==> src/rtl/adc_tick_pkg.sv <==
// adc_tick_pkg: shared defaults for the ADC tick generator
package adc_tick_pkg;
  localparam int DEF_NUM_CH  = 4;
  localparam int DEF_CNT_W   = 15;
  localparam int DEFAULT_DIV = 29405;
  function automatic int ch_idx_w(input int n);
    return (n > 1) ? $clog2(n) : 1;
  endfunction
endpackage

==> src/rtl/adc_tick_ch.sv <==
// adc_tick_ch: one tick channel (count, active/pending divisor, tick decode, sq)
// The sq flop exists only when ADC_TICK_SQUARE_EN is defined.
module adc_tick_ch
  import adc_tick_pkg::*;
#(
  parameter int CNT_W       = DEF_CNT_W,
  parameter int DEFAULT_DIV = adc_tick_pkg::DEFAULT_DIV
) (
  input  logic             clk,
  input  logic             rst,
  input  logic             en,
  input  logic             sync,
  input  logic             wr,
  input  logic [CNT_W-1:0] wr_div,
  output logic             tick,
  output logic             sq,
  output logic             pend
);
  localparam logic [CNT_W-1:0] RST_DIV = CNT_W'(DEFAULT_DIV);
  logic [CNT_W-1:0] cnt_q, cnt_d, act_q, act_d, pnd_q, pnd_d;
  logic pflag_q, pflag_d, wrap, apply;
  assign wrap  = en && cnt_q == act_q;
  assign tick  = wrap && !sync;
  // A staged divisor only takes over at a period boundary, so no period is ever cut short.
  assign apply = pflag_q && (sync || !en || wrap);
  assign pend  = pflag_q;
  always_comb begin
    cnt_d   = (sync || wrap || !en) ? '0 : cnt_q + 1'b1;
    act_d   = apply ? pnd_q : act_q;
    pnd_d   = wr ? wr_div : pnd_q;
    pflag_d = wr || (pflag_q && !apply);
  end
  always_ff @(posedge clk or posedge rst) begin
    if (rst) begin
      cnt_q   <= '0;
      act_q   <= RST_DIV;
      pnd_q   <= RST_DIV;
      pflag_q <= 1'b0;
    end else begin
      cnt_q   <= cnt_d;
      act_q   <= act_d;
      pnd_q   <= pnd_d;
      pflag_q <= pflag_d;
    end
  end
`ifdef ADC_TICK_SQUARE_EN
  logic sq_q, sq_d;
  assign sq_d = (sync || !en) ? 1'b0 : sq_q ^ tick;
  always_ff @(posedge clk or posedge rst) begin
    if (rst) sq_q <= 1'b0;
    else     sq_q <= sq_d;
  end
  assign sq = sq_q;
`else
  assign sq = 1'b0;
`endif
endmodule

==> src/rtl/adc_tick_gen.sv <==
// adc_tick_gen: NUM_CH programmable tick channels with shared sync and divisor write port
// Square-wave outputs are built only with ADC_TICK_SQUARE_EN defined.
module adc_tick_gen
  import adc_tick_pkg::*;
#(
  parameter int NUM_CH      = DEF_NUM_CH,
  parameter int CNT_W       = DEF_CNT_W,
  parameter int DEFAULT_DIV = adc_tick_pkg::DEFAULT_DIV,
  localparam int CH_W       = ch_idx_w(NUM_CH)
) (
  input  logic              clk,
  input  logic              rst,
  input  logic [NUM_CH-1:0] ch_en,
  input  logic              sync,
  input  logic              cfg_valid,
  input  logic [CH_W-1:0]   cfg_ch,
  input  logic [CNT_W-1:0]  cfg_div,
  output logic              cfg_ready,
  output logic [NUM_CH-1:0] tick,
  output logic [NUM_CH-1:0] sq
);
  localparam int PW = 2 ** CH_W;
  logic [NUM_CH-1:0] pend;
  logic [PW-1:0] pend_x;
  // Unused index slots read as not-pending, so out-of-range writes see ready and are dropped.
  assign pend_x    = PW'(pend);
  assign cfg_ready = !pend_x[cfg_ch];
  for (genvar i = 0; i < NUM_CH; i++) begin : g_ch
    adc_tick_ch #(
      .CNT_W      (CNT_W),
      .DEFAULT_DIV(DEFAULT_DIV)
    ) u_ch (
      .clk   (clk),
      .rst   (rst),
      .en    (ch_en[i]),
      .sync  (sync),
      .wr    (cfg_valid && cfg_ready && cfg_ch == CH_W'(i)),
      .wr_div(cfg_div),
      .tick  (tick[i]),
      .sq    (sq[i]),
      .pend  (pend[i])
    );
  end
endmodule

==> config.mk <==
export PLATFORM = sky130hd
export DESIGN_NAME = adc_tick_gen
export DESIGN_NICKNAME = d
export VERILOG_FILES = /design/src/rtl/adc_tick_pkg.sv /design/src/rtl/adc_tick_ch.sv /design/src/rtl/adc_tick_gen.sv
export SDC_FILE = /design/constraint.sdc
export NUM_CORES = 1
export LEC_CHECK = 0
export ABC_AREA = 1
export CAP_MARGIN = 20
export CORE_UTILIZATION = 40
export CTS_CLUSTER_DIAMETER = 200
export CTS_CLUSTER_SIZE = 28
export DETAILED_ROUTE_END_ITERATION = 12
export SYNTH_ARGS = -nofsm -noshare
export SYNTH_HDL_FRONTEND = slang
export SYNTH_SLANG_ARGS = --single-unit
export TNS_END_PERCENT = 100
==> constraint.sdc <==
create_clock -name clk -period 5.7 [get_ports clk]
set_input_delay 0.57 -clock clk [delete_from_list [all_inputs] [get_ports clk]]
set_output_delay 0.57 -clock clk [all_outputs]
set_load 0.02 [all_outputs]
# Yosys cells after proc, flatten, opt, wreduce, memory -nomap -nowiden
# Cells that the tools add are included.
[classes]
addsub = 4
n_lt_le_gt_ge = 1
n_eq_ne = 7
mux = 6
n_reduce_logical = 52
[ops]
columns = ["cell", "count"]
rows = [
  ["$add A15 B1 Y15 const B", 4],
  ["$eq A15 B15 Y1", 4],
  ["$mux W15", 4],
  ["$logic_and A1 B1 Y1", 21],
  ["$logic_or A1 B1 Y1", 20],
  ["$logic_not A1 Y1", 10],
  ["$eq A2 B2 Y1 const B", 2],
  ["$lt A2 B3 Y1 const B", 1],
  ["$bmux W1 S2", 1],
  ["$eq A2 B1 Y1 const B", 1],
  ["$logic_not A2 Y1", 1],
  ["$mux W1", 1],
]
[word_totals]
register_bits = 184
inputBits = 25
output_inout_bits = 9

# Depth between registers and ports, before layout
[depth]
ltp_word = 7
depth_mapped = 12
mapped_depth_nobuf = 11

# Modules after synthesis
# From an unflattened synthesis, not the netlist that was laid out.
[hier_totals]
hier_cells = 1245
hier_area_um2 = 9230.1
[by_module_without_submodules]
columns = ["module", "instances", "cells_per_inst", "area_per_inst_um2"]
rows = [
  ["adc_tick_ch", 4, 306, 2282.2],
  ["adc_tick_gen", 1, 21, 101.3],
]

# Least setup slack after synthesis
# No wires, ideal clock.
[synth_timing]
kind = "input to register"
from = "input cfg_ch[1]"
to = "register g_ch[2].u_ch.pnd_q[1]"
setup_time_ns = 0.121
arrival_time_ns = 1.750
t_required_ns = 5.579
slack_ns = 3.829
stages = 9
n_path_buf = 1
cell_sequence = "nand2_1 -> nor2_1 -> nor3_2 -> nand2_2 -> inv_1 -> nand2_1 -> buf_2 -> nand2_1 -> o21ai_1"
[synth_between]
elab_chain_cells = 5
elab_cells_between_ends = 6
cone_classes = "eq/ne (1); mux (2); reduce/logical (3)"
[synth_rtl]
columns = ["item", "line_no", "text"]
rows = [
  ["start, declared", "adc_tick_gen.sv:16", "input logic [CH_W-1:0] cfg_ch,"],
  ["$bmux W1 S2", "adc_tick_gen.sv:27", "assign cfg_ready = !pend_x[cfg_ch];"],
  ["$mux W1 (not written as such)", "adc_tick_gen.sv:27", ""],
  ["$logic_not A1 Y1", "adc_tick_gen.sv:27", ""],
  ["net cfg_ready", "adc_tick_gen.sv:18", "output logic cfg_ready,"],
  ["$logic_and A1 B1 Y1 (2 in series)", "adc_tick_gen.sv:37", ".wr (cfg_valid && cfg_ready && cfg_ch == CH_W'(i)),"],
  ["end signal, assigned", "adc_tick_ch.sv:42", "pnd_q <= pnd_d;"],
  ["end, declared", "adc_tick_ch.sv:20", "logic [CNT_W-1:0] cnt_q, cnt_d, act_q, act_d, pnd_q, pnd_d;"],
]
# The timed path passes the listed nets, and every way through them passes these cells. The select of a mux whose other input is x is not followed.
# A chain may end at the register's enable or synchronous reset.

# Final worst setup path
[layout_timing]
from = "register g_ch[1].u_ch.act_q[4]"
to = "output tick[1]"
[layout_between]
elab_chain_cells = 3
[layout_rtl]
columns = ["item", "line_no", "text"]
rows = [
  ["start, declared", "adc_tick_ch.sv:20", ""],
  ["start signal, assigned", "adc_tick_ch.sv:41", "act_q <= act_d;"],
  ["$eq A15 B15 Y1", "adc_tick_ch.sv:22", "assign wrap = en && cnt_q == act_q;"],
  ["$logic_and A1 B1 Y1", "adc_tick_ch.sv:22", ""],
  ["$logic_and A1 B1 Y1", "adc_tick_ch.sv:23", "assign tick = wrap && !sync;"],
  ["end, declared", "adc_tick_gen.sv:19", "output logic [NUM_CH-1:0] tick,"],
]
# Every way passes these cells.

==> impl_metrics.env <==
export IMPL_status="completed"
export IMPL_ioPinCount=34
export IMPL_tightest_slew_ps=1030
export IMPL_vdd_drop_max_mv=0.200
export IMPL_avgSynthCellArea_um2=7.50
export IMPL_synth_seq_cells=184
export IMPL_drc=0
export IMPL_coreArea_mm2=0.0221
export IMPL_leakagePower_nw=4.80
export IMPL_rows=54
export IMPL_crit_buf_inv=2
export IMPL_pre_cts_slack_ps=2410
export IMPL_period_minus_slack_ps=2890
export IMPL_whs_path_depth=2
export IMPL_fin_skew_ps=12.1
export IMPL_place_congestion=0.870
export IMPL_syn_inst=1215
export IMPL_cp_common_cell="nand2_1"
export IMPL_avgRoutedWirePerCell_um=13.4
export IMPL_overflow=0
export IMPL_die_w_um=153
export IMPL_reg2reg_to="g_ch[1].u_ch.act_q[11]$_DFFE_PP0P_"
export IMPL_clk_path_buf_depth=2
export IMPL_slowest_delay_ps=650
export IMPL_nets=1256
export IMPL_die_height_um=153
export IMPL_required_ps=5130
export IMPL_cts_hold_buffers_added=0
export IMPL_setup_violations_final=0
export IMPL_crit_start="g_ch[1].u_ch.act_q[4]$_DFFE_PP1P_"
export IMPL_cp_end_kind="primary output"
export IMPL_antenna_left=0
export IMPL_max_freq_mhz=346
export IMPL_hpwlAfterDp_um=14300
export IMPL_period_share_pct=50.7
export IMPL_grt_usage_pct=18.6
export IMPL_hold_viol=0
export IMPL_antenna_found_initial=1
export IMPL_yosys_warnings=0
export IMPL_arrival_ps=2320
export IMPL_ctsResizeCount=0
export IMPL_grt_pass1_vias=6997
export IMPL_clock_latency_ps=430
export IMPL_start_util_pct=41.2
export IMPL_hold_ws_ps=462
export IMPL_routed_via_density=4.80
export IMPL_crit_chain="inv_1 > nand2_1 > nand2_1 > nor2_1 > nand2_1 > nor2_1 > nand2_1 > nor2_1 > clkdlybuf4s50_1"
export IMPL_grt_max_degree=104
export IMPL_path_class="flop to primary output"
export IMPL_slew_viol_final=0
export IMPL_drive_gt1_share_pct=10.9
export IMPL_drtIter0Drc=399
export IMPL_num_antenna_cells=0
export IMPL_yosysSeqAreaShare_pct=51.6
export IMPL_cts_tree="done"
export IMPL_synth_area_mm2=0.00911
export IMPL_cts_buffers=17
export IMPL_n_fill_cell=2207
export IMPL_finalSetupTns_ps=0
export IMPL_setup_slack_ps=2810
export IMPL_power_density_mw_per_mm2=348
export IMPL_worstHoldEndpoint="g_ch[0].u_ch.act_q[0]$_DFFE_PP1P_"
export IMPL_r2r_cells=11
export IMPL_crit_path_start_kind="flop"
export IMPL_synthToLayoutAreaGrowth_pct=11.7
export IMPL_htreeDepth=4
export IMPL_hp_start="g_ch[0].u_ch.act_q[0]$_DFFE_PP1P_"
export IMPL_rsz0062_at_grt="false"
export IMPL_synth_distinct_cells=26
export IMPL_slowest_stage="clkdlybuf4s50_1"
export IMPL_cts_setup_buffers=0
export IMPL_r2r_slack_ps=2900
export IMPL_dr_pass1_iters=5
export IMPL_max_slew_margin_pct=31.5
export IMPL_critical_path_top_delay_family="buffers and inverters"
export IMPL_die_area_mm2=0.0234
export IMPL_dr_total_vias=7293
export IMPL_hp_class="flop to flop"
export IMPL_r2r_start="g_ch[1].u_ch.act_q[4]$_DFFE_PP1P_"
export IMPL_clk_pin_slew_worst_paths_ps=70
export IMPL_cts_sinks=184
export IMPL_cp_max_fo=3
export IMPL_root_buffer="clkbuf_16"
export IMPL_portBuffers=29
export IMPL_maxCapViolations=0
export IMPL_finalPower_w=0.00354
export IMPL_grt_pass1_wl_um=34600
export IMPL_routed_wl_um=20400
[kinds of logic (layout without fill, tap and decap cells)]
kind of cell,count (synthesis),after routing,synth area share (%)
and+or+nand+nor,742,742,33.2
DFF,184,184,51.6
AOI/OAI and AO/OA,68,68,3.98
other,1,4,0.0412
xor gates and xnor gates,15,15,1.44
adders and majority gates,4,4,0.549
buffers and inverters,201,223,9.13
[tightest hold or removal path, cell delays in order (launching register included)]
cell and delay, ps:
dfstp_2 370, nand2_1 50, nand2_1 40
[layout make-up]
type	instances	area (um^2)	area share, %
Clock buffer	19	453	4.45
Clock inverter	13	118	1.16
Inverter	157	594	5.84
Multi-Input combinational cell	833	3590	35.3
Sequential cell	184	4700	46.2
Tap cell	280	350	3.44
Timing Repair Buffer	34	368	3.62
[worst max-delay path by stage]
| stage | end | slack (ps) | cells past startpoint |
|---|---|---|---|
| 6_report | tick[1] | 2810 | 9 |
| 2_1_floorplan | g_ch[0].u_ch.act_q[10]$_DFFE_PP0P_ | 260 | 1 |
| 4_1_cts | tick[2] | 2800 | 9 |
| 3_5_place_dp | g_ch[1].u_ch.act_q[8]$_DFFE_PP0P_ | 2410 | 6 |
| 3_3_place_gp | g_ch[1].u_ch.act_q[11]$_DFFE_PP0P_ | 2460 | 6 |
| 5_1_grt | g_ch[1].u_ch.act_q[8]$_DFFE_PP0P_ | 2600 | 11 |
[power breakdown]
part	total [W]	switching, W	internal, W
clock	0.00115	0.000519	0.000629
sequential	0.00182	0.000181	0.00164
combinational	0.000573	0.000342	0.000230
[cells in the final DEF (no fill, tap or decap), types with 2 or more instances in the layout]
cell type | Yosys | final
nand3_1 | 80 | 80
dfstp_2 | 80 | 80
inv_1 | 149 | 148
clkbuf_16 | 0 | 17
ha_1 | 4 | 4
dfrtp_1 | 104 | 104
clkdlybuf4s50_1 | 0 | 29
and3_1 | 3 | 3
o21ai_0 | 28 | 28
nand4_1 | 10 | 10
conb_1 | 1 | 4
inv_2 | 8 | 8
o21ai_2 | 6 | 6
inv_6 | 0 | 5
clkinvlp_4 | 0 | 2
clkinv_2 | 0 | 4
o21ai_1 | 25 | 25
nor4_1 | 9 | 9
buf_4 | 10 | 2
xor2_1 | 15 | 15
clkbuf_8 | 0 | 2
nor2_1 | 131 | 131
a21oi_1 | 9 | 9
nor3_1 | 57 | 57
nand2_1 | 449 | 449
clkinv_4 | 0 | 2
[registers in the layout (all words and copies together), names as in the netlist]
name,count
g_ch.u_ch.pnd_q,60
g_ch.u_ch.pend,4
g_ch.u_ch.cnt_q,60
g_ch.u_ch.act_q,60
[per-stage QoR]
step | std cells | instance area [um^2] | util [%]
after floorplan | 1218 | 9120 | -
after global placement | 1486 | 9560 | 43.3
after detailed placement | 1486 | 9560 | 43.3
after CTS | 1518 | 10100 | 45.9
after global routing | 1520 | 10200 | 46.1
final | 1520 | 10200 | 46.1
[metal layers]
metal  share of wire, %  up-vias  global-route usage (%)
met5              0.083        -                       0
met4                1.1        2                    4.76
met3                3.2       17                    3.35
met2                 47      103                    29.9
met1                 49     3404                    26.0
li1                   -     3767                       -
[synthesized netlist by cell type]
library cell,number,share of area (%)
nand2_1,449,18
inv_1,149,6.1
nor2_1,131,5.4
dfrtp_1,104,29
dfstp_2,80,23
nand3_1,80,4.4
nor3_1,57,3.1
o21ai_0,28,1.5
buf_2,26,1.4
o21ai_1,25,1.4
xor2_1,15,1.4
buf_4,10,0.82
nand4_1,10,0.69
a21oi_1,9,0.49
nor4_1,9,0.62
inv_2,8,0.33
clkbuf_1,6,0.25
o21ai_2,6,0.58
ha_1,4,0.55
and3_1,3,0.21
buf_1,1,0.041
buf_6,1,0.12
conb_1,1,0.041
nand2_2,1,0.069
nor2_4,1,0.12
nor3_2,1,0.11
Power figures use the tool's default switching activity.
